`config.mk`:
```
export PLATFORM = sky130hd
export DESIGN_NAME = req_grant_arbiter
export DESIGN_NICKNAME = d
export VERILOG_FILES = /design/src/rtl/req_grant_arbiter.sv
export SDC_FILE = /design/constraint.sdc
export NUM_CORES = 1
export LEC_CHECK = 0
export ABC_AREA = 1
export BUFFER_PORTS_ARGS = -buffer_cell sky130_fd_sc_hd__buf_4
export CAP_MARGIN = 25
export CORE_UTILIZATION = 40
export DETAILED_ROUTE_END_ITERATION = 8
export PLACE_DENSITY = 0.79
export SLEW_MARGIN = 20
export SYNTH_ARGS = -nofsm -noshare
export SYNTH_HDL_FRONTEND = slang
export SYNTH_SLANG_ARGS = --single-unit
```
`constraint.sdc`:
```
create_clock -name clk -period 2.9 [get_ports clk]
set_input_delay 0.145 -clock clk [delete_from_list [all_inputs] [get_ports clk]]
set_output_delay 0.145 -clock clk [all_outputs]
set_load 0.01 [all_outputs]
```
`src/rtl/req_grant_arbiter.sv`:
```
// req_grant_arbiter: round-robin arbiter sharing one downstream req/grant
// fetch port between master_n requesters. A winner is latched in IDLE and
// held in REQ until the downstream grants or the timeout aborts it.
module req_grant_arbiter #(
    parameter int master_n       = 3,
    parameter int addr_width     = 32,
    parameter int data_width     = 32,
    parameter int timeout_cycles = 64
) (
    input  logic                           clk,
    input  logic                           rst,
    input  logic [master_n-1:0]            m_req,
    input  logic [master_n*addr_width-1:0] m_addr,
    output logic [master_n-1:0]            m_grant,
    output logic [data_width-1:0]          m_rdata,
    output logic                           s_req,
    output logic [addr_width-1:0]          s_addr,
    input  logic                           s_grant,
    input  logic [data_width-1:0]          s_rdata,
    output logic                           busy,
    output logic [2:0]                     cur_master,
    output logic                           timeout_err,
    output logic [2:0]                     err_master
);

    localparam int IW = 3;
    localparam bit TMO_EN = (timeout_cycles != 0);
    localparam int TW = (timeout_cycles > 1) ? $clog2(timeout_cycles) : 1;
    localparam logic [TW-1:0] TMO_LAST = TW'((timeout_cycles > 0) ? timeout_cycles - 1 : 0);

    typedef enum logic {ST_IDLE, ST_REQ} state_t;

    state_t                r_state;
    state_t                w_next_state;
    logic [IW-1:0]         r_rr_ptr;
    logic [IW-1:0]         r_win_idx;
    logic [addr_width-1:0] r_addr;
    logic [TW-1:0]         r_tmo_cnt;
    logic                  r_tmo_err;
    logic [IW-1:0]         r_err_master;

    logic [IW-1:0]         w_win_hi;
    logic [IW-1:0]         w_win_lo;
    logic                  w_found_hi;
    logic [IW-1:0]         w_winner;
    logic [addr_width-1:0] w_win_addr;
    logic                  w_any_req;
    logic                  w_abort;
    logic                  w_in_req;
    logic [IW-1:0]         w_next_ptr;

    // Rotating priority: lowest requester at or above rr_ptr, else lowest overall (wrap).
    always_comb begin
        w_win_hi   = '0;
        w_win_lo   = '0;
        w_found_hi = 1'b0;
        for (int i = master_n - 1; i >= 0; i--) begin
            if (m_req[i]) begin
                w_win_lo = IW'(i);
                if (IW'(i) >= r_rr_ptr) begin
                    w_win_hi   = IW'(i);
                    w_found_hi = 1'b1;
                end
            end
        end
        w_winner   = w_found_hi ? w_win_hi : w_win_lo;
        w_win_addr = '0;
        for (int i = 0; i < master_n; i++) begin
            if (w_winner == IW'(i)) w_win_addr = m_addr[i*addr_width +: addr_width];
        end
    end

    assign w_any_req  = |m_req;
    assign w_in_req   = (r_state == ST_REQ);
    assign w_abort    = TMO_EN && w_in_req && !s_grant && (r_tmo_cnt == TMO_LAST);
    assign w_next_ptr = (r_win_idx == IW'(master_n - 1)) ? '0 : r_win_idx + IW'(1);

    // State register.
    always_ff @(posedge clk or posedge rst) begin
        if (rst) r_state <= ST_IDLE;
        else     r_state <= w_next_state;
    end

    // Next-state logic: leave REQ on grant (grant beats a coincident timeout) or abort.
    always_comb begin
        w_next_state = r_state;
        case (r_state)
            ST_IDLE: if (w_any_req) w_next_state = ST_REQ;
            ST_REQ:  if (s_grant || w_abort) w_next_state = ST_IDLE;
            default: w_next_state = ST_IDLE;
        endcase
    end

    // Output logic: grant and payload are routed combinationally to the latched winner.
    always_comb begin
        s_req       = w_in_req;
        busy        = w_in_req;
        cur_master  = w_in_req ? r_win_idx : '0;
        s_addr      = r_addr;
        m_rdata     = s_rdata;
        timeout_err = r_tmo_err;
        err_master  = r_err_master;
        m_grant     = '0;
        for (int i = 0; i < master_n; i++) begin
            if (w_in_req && (r_win_idx == IW'(i))) m_grant[i] = s_grant;
        end
    end

    // Winner latch in IDLE; round-robin pointer advances past the winner when REQ ends.
    always_ff @(posedge clk or posedge rst) begin
        if (rst) begin
            r_win_idx <= '0;
            r_addr    <= '0;
            r_rr_ptr  <= '0;
        end else if (!w_in_req) begin
            if (w_any_req) begin
                r_win_idx <= w_winner;
                r_addr    <= w_win_addr;
            end
        end else if (s_grant || w_abort) begin
            r_rr_ptr <= w_next_ptr;
        end
    end

    // Timeout counter (saturating), one-cycle abort pulse and sticky aborted-master index.
    always_ff @(posedge clk or posedge rst) begin
        if (rst) begin
            r_tmo_cnt    <= '0;
            r_tmo_err    <= 1'b0;
            r_err_master <= '0;
        end else begin
            r_tmo_err <= w_abort;
            if (!w_in_req)            r_tmo_cnt <= '0;
            else if (r_tmo_cnt != '1) r_tmo_cnt <= r_tmo_cnt + TW'(1);
            if (w_abort) r_err_master <= r_win_idx;
        end
    end

endmodule

```
==> qor.csv <==
stage,metric,value,unit
critical_path,rrSetupSlack,0.85,ns
timing,setup_viol,0,
cts,h-tree-depth,2,
grt,grt_pass1_wl,12600,µm
cells_and_area,n_fill_cell,694,
grt,grt_antenna_before_repair,0,
logic_synthesis,synth_top_cell_by_area,dfrtp_1,
logic_synthesis,ys_warn_count,0,
critical_path,cp-start-kind,flop,
routing,ant_nets,0,
timing,slew_headroom,45.2,%
cells_and_area,diodes,0,
critical_path,r2r-end,s_addr[18],
place,dpl.hpwl,6450,µm
cts,cts_buffers,5,
cts,clk_path_buf_depth,2,
cells_and_area,multi_input_area,1270,µm²
floorplanning,ios,210,
timing,timing.hold.ws,-0.0150,ns
timing,skew,0.00398,ns
floorplanning,fp-row-count,30,
cts,clkTransAtPathRegs,0.09,ns
cts,cts_sinks,47,
routing,first_iter_violations,156,
job,cap_violations,0,
hold_path,hp-class,primary input to async pin,
critical_path,worstSetupPathType,flop to flop,
place,io_buffers,143,
floorplanning,die_x,87.9,µm
grt,grt_pass1_vias,2783,
critical_path,worstPathCellList,"nand2_1, nand3_1, nand2_2, nand2_1, buf_4, inv_2, nand2_1, nand2_1, nand3_1, nand2_1",
cts,cts_hold_buf,0,
timing,max_freq,488,MHz
cells_and_area,drive_above_1_share,31.8,%
timing,period_share,70.7,%
logic_synthesis,avgSynthCellArea,6.95,µm²
grt,grt_overflow,0,
routing,drcViolationCount,0,
floorplanning,die-area,7730,µm²
logic_synthesis,syn_inst,425,
timing,setup_tns,0,ns
timing,final-hold-violation-count,23,
pwr,leakage,2.25,nW
critical_path,cpMaxStageDelayCell,dfrtp_1,
outcome,status,"finished, violations left",
timing,rsz0062_at_grt,false,
floorplanning,core-area,6940,µm²
critical_path,path_common_cell,nand2_1,
timing,period_minus_slack,2.05,ns
critical_path,end_kind,flop,
cts,cts_resized,0,
critical_path,crit_arrival,2.29,ns
routing,totalWireLength,8440,µm
logic_synthesis,synth_edf_count,0,
cts,insertion_delay,0.29,ns
pwr,total_power,3.48,mW
routing,vias_per_cell,4.82,
pwr,irDropWorstVdd,0.398,mV
critical_path,cp.required,3.14,ns
outcome,violations,hold timing,
logic_synthesis,ys_types,27,
logic_synthesis,synthArstFlopShare,100,%
critical_path,crit_fanout,28,
cts,post_cts_buffers,0,
grt,grt_max_degree,48,
cts,root_buffer,clkbuf_8,
critical_path,critPathCapture,s_addr[18],
routing,dr.pass1.iters,4,
logic_synthesis,yosysTopAreaCellShare,39.8,%
routing,routedWlPerCell,13.5,µm
timing,worst-slew-pin-transition,0.821,ns
critical_path,critPathLaunch,r_rr_ptr[1],
logic_synthesis,synth-seq-area-share,39.8,%
critical_path,rr_worst_depth,10,
place,globalplace.congestion,0.803,
cts,cts_tree,yes,
cells_and_area,nNetsFinal,662,
critical_path,r2r-start,r_rr_ptr[1],
logic_synthesis,ys_seq_elements,47,
critical_path,cpPeakStageDelay,0.43,ns
floorplanning,die_y,87.9,µm
logic_synthesis,synth_ff_type,dfrtp_1,
cells_and_area,seq_area,1180,µm²
logic_synthesis,synthTopCellsByArea,"dfrtp_1, nand2_1, buf_4",
pwr,power.density,884,nW/µm²
grt,grtUsageTotal,21.4,%
cells_and_area,syn_to_final_growth,33.4,%
logic_synthesis,syn_area,2950,µm²
timing,drv_slew,0,
floorplanning,initial_core_util,42.5,%
routing,via_count,3010,
==> worst min path at each step <==
stage | startpoint | cells after the start | to
final | rst | 2 | s_addr[15]
after global routing | s_grant | 2 | busy
after CTS | s_grant | 2 | busy
after detailed placement | s_rdata[1] | 0 | m_rdata[1]
after global placement | s_rdata[1] | 0 | m_rdata[1]
after floorplan | s_grant | 1 | busy
==> logic make-up after synthesis <==
kind of cell               share of synthesized area (%)
DFF                                                 39.8
AOI/OAI and AO/OA                                   7.45
buffers and inverters                               17.2
xor gates and xnor gates                           0.297
adders and majority gates                          0.423
and+or+nand+nor                                     34.6
other                                              0.127
==> worst max-delay path, delay by kind of cell, from the launching register on <==
| kind | cells | cell delay [ns] |
|---|---|---|
| buffers and inverters | 2 | 0.60 |
| DFF | 1 | 0.43 |
| and+or+nand+nor | 8 | 0.97 |
==> layer usage <==
| metal | wire (µm) | track usage, % | part of all wire (%) |
|---|---|---|---|
| met5 | 0 | 0 | 0 |
| met4 | 122 | 7.00 | 1.4 |
| met3 | 737 | 5.56 | 8.7 |
| met2 | 4290 | 37.8 | 51 |
| met1 | 3280 | 25.2 | 39 |
==> final cells by class <==
type	count	share of cell area, %
Tap cell	96	3.05
Multi-Input combinational cell	288	32.4
Clock inverter	2	0.889
Timing Repair Buffer	148	28.2
Sequential cell	47	29.9
Inverter	37	3.56
Clock buffer	6	2.10
==> registers in the layout, indices dropped and copies added, names as in the netlist <==
register     count
s_addr          32
r_tmo_cnt        6
r_rr_ptr         3
err_master       2
r_win_idx        2
busy             1
timeout_err      1
==> cell usage in the layout (no fill, tap or decap), drive strengths merged, types with 3 or more instances in the layout <==
master,Yosys,final
nand2,161,161
or2,9,9
nand3,54,54
inv,36,35
dfrtp,47,47
nand3b,3,3
o21ai,35,35
clkbuf,7,6
buf,47,148
nor3,5,5
nor2,10,10
clkinv,1,3
==> synthesized netlist by cell type, types with 2 or more instances <==
cell,instances
buf_6,2
nor2_2,2
clkbuf_1,6
a31oi_1,2
buf_2,7
or2_1,3
or2_2,6
nor3_1,5
o21ai_0,34
inv_1,35
buf_4,38
nand3b_1,3
nand2_1,160
o21a_1,2
nand3_1,54
a21oi_1,2
nor2_1,8
dfrtp_1,47
==> power breakdown <==
| group | internal, mW | switching [mW] |
|---|---|---|
| Sequential | 0.941 | 0.216 |
| Combinational | 0.792 | 1.04 |
| Clock | 0.279 | 0.215 |
==> per-stage QoR <==
stage	utilization, %	cells	instance area (µm²)	hold slack [ns]	worst slack, ns
after floorplan	-	426	2960	0.252	1.47
after global placement	55.0	616	3820	0.290	0.981
after detailed placement	55.0	616	3820	0.290	0.871
after CTS	56.7	624	3940	0.0426	0.847
after global routing	56.7	624	3940	0.0336	0.657
final	56.7	624	3940	-0.0150	0.850
(Power assumes the default switching activity.)
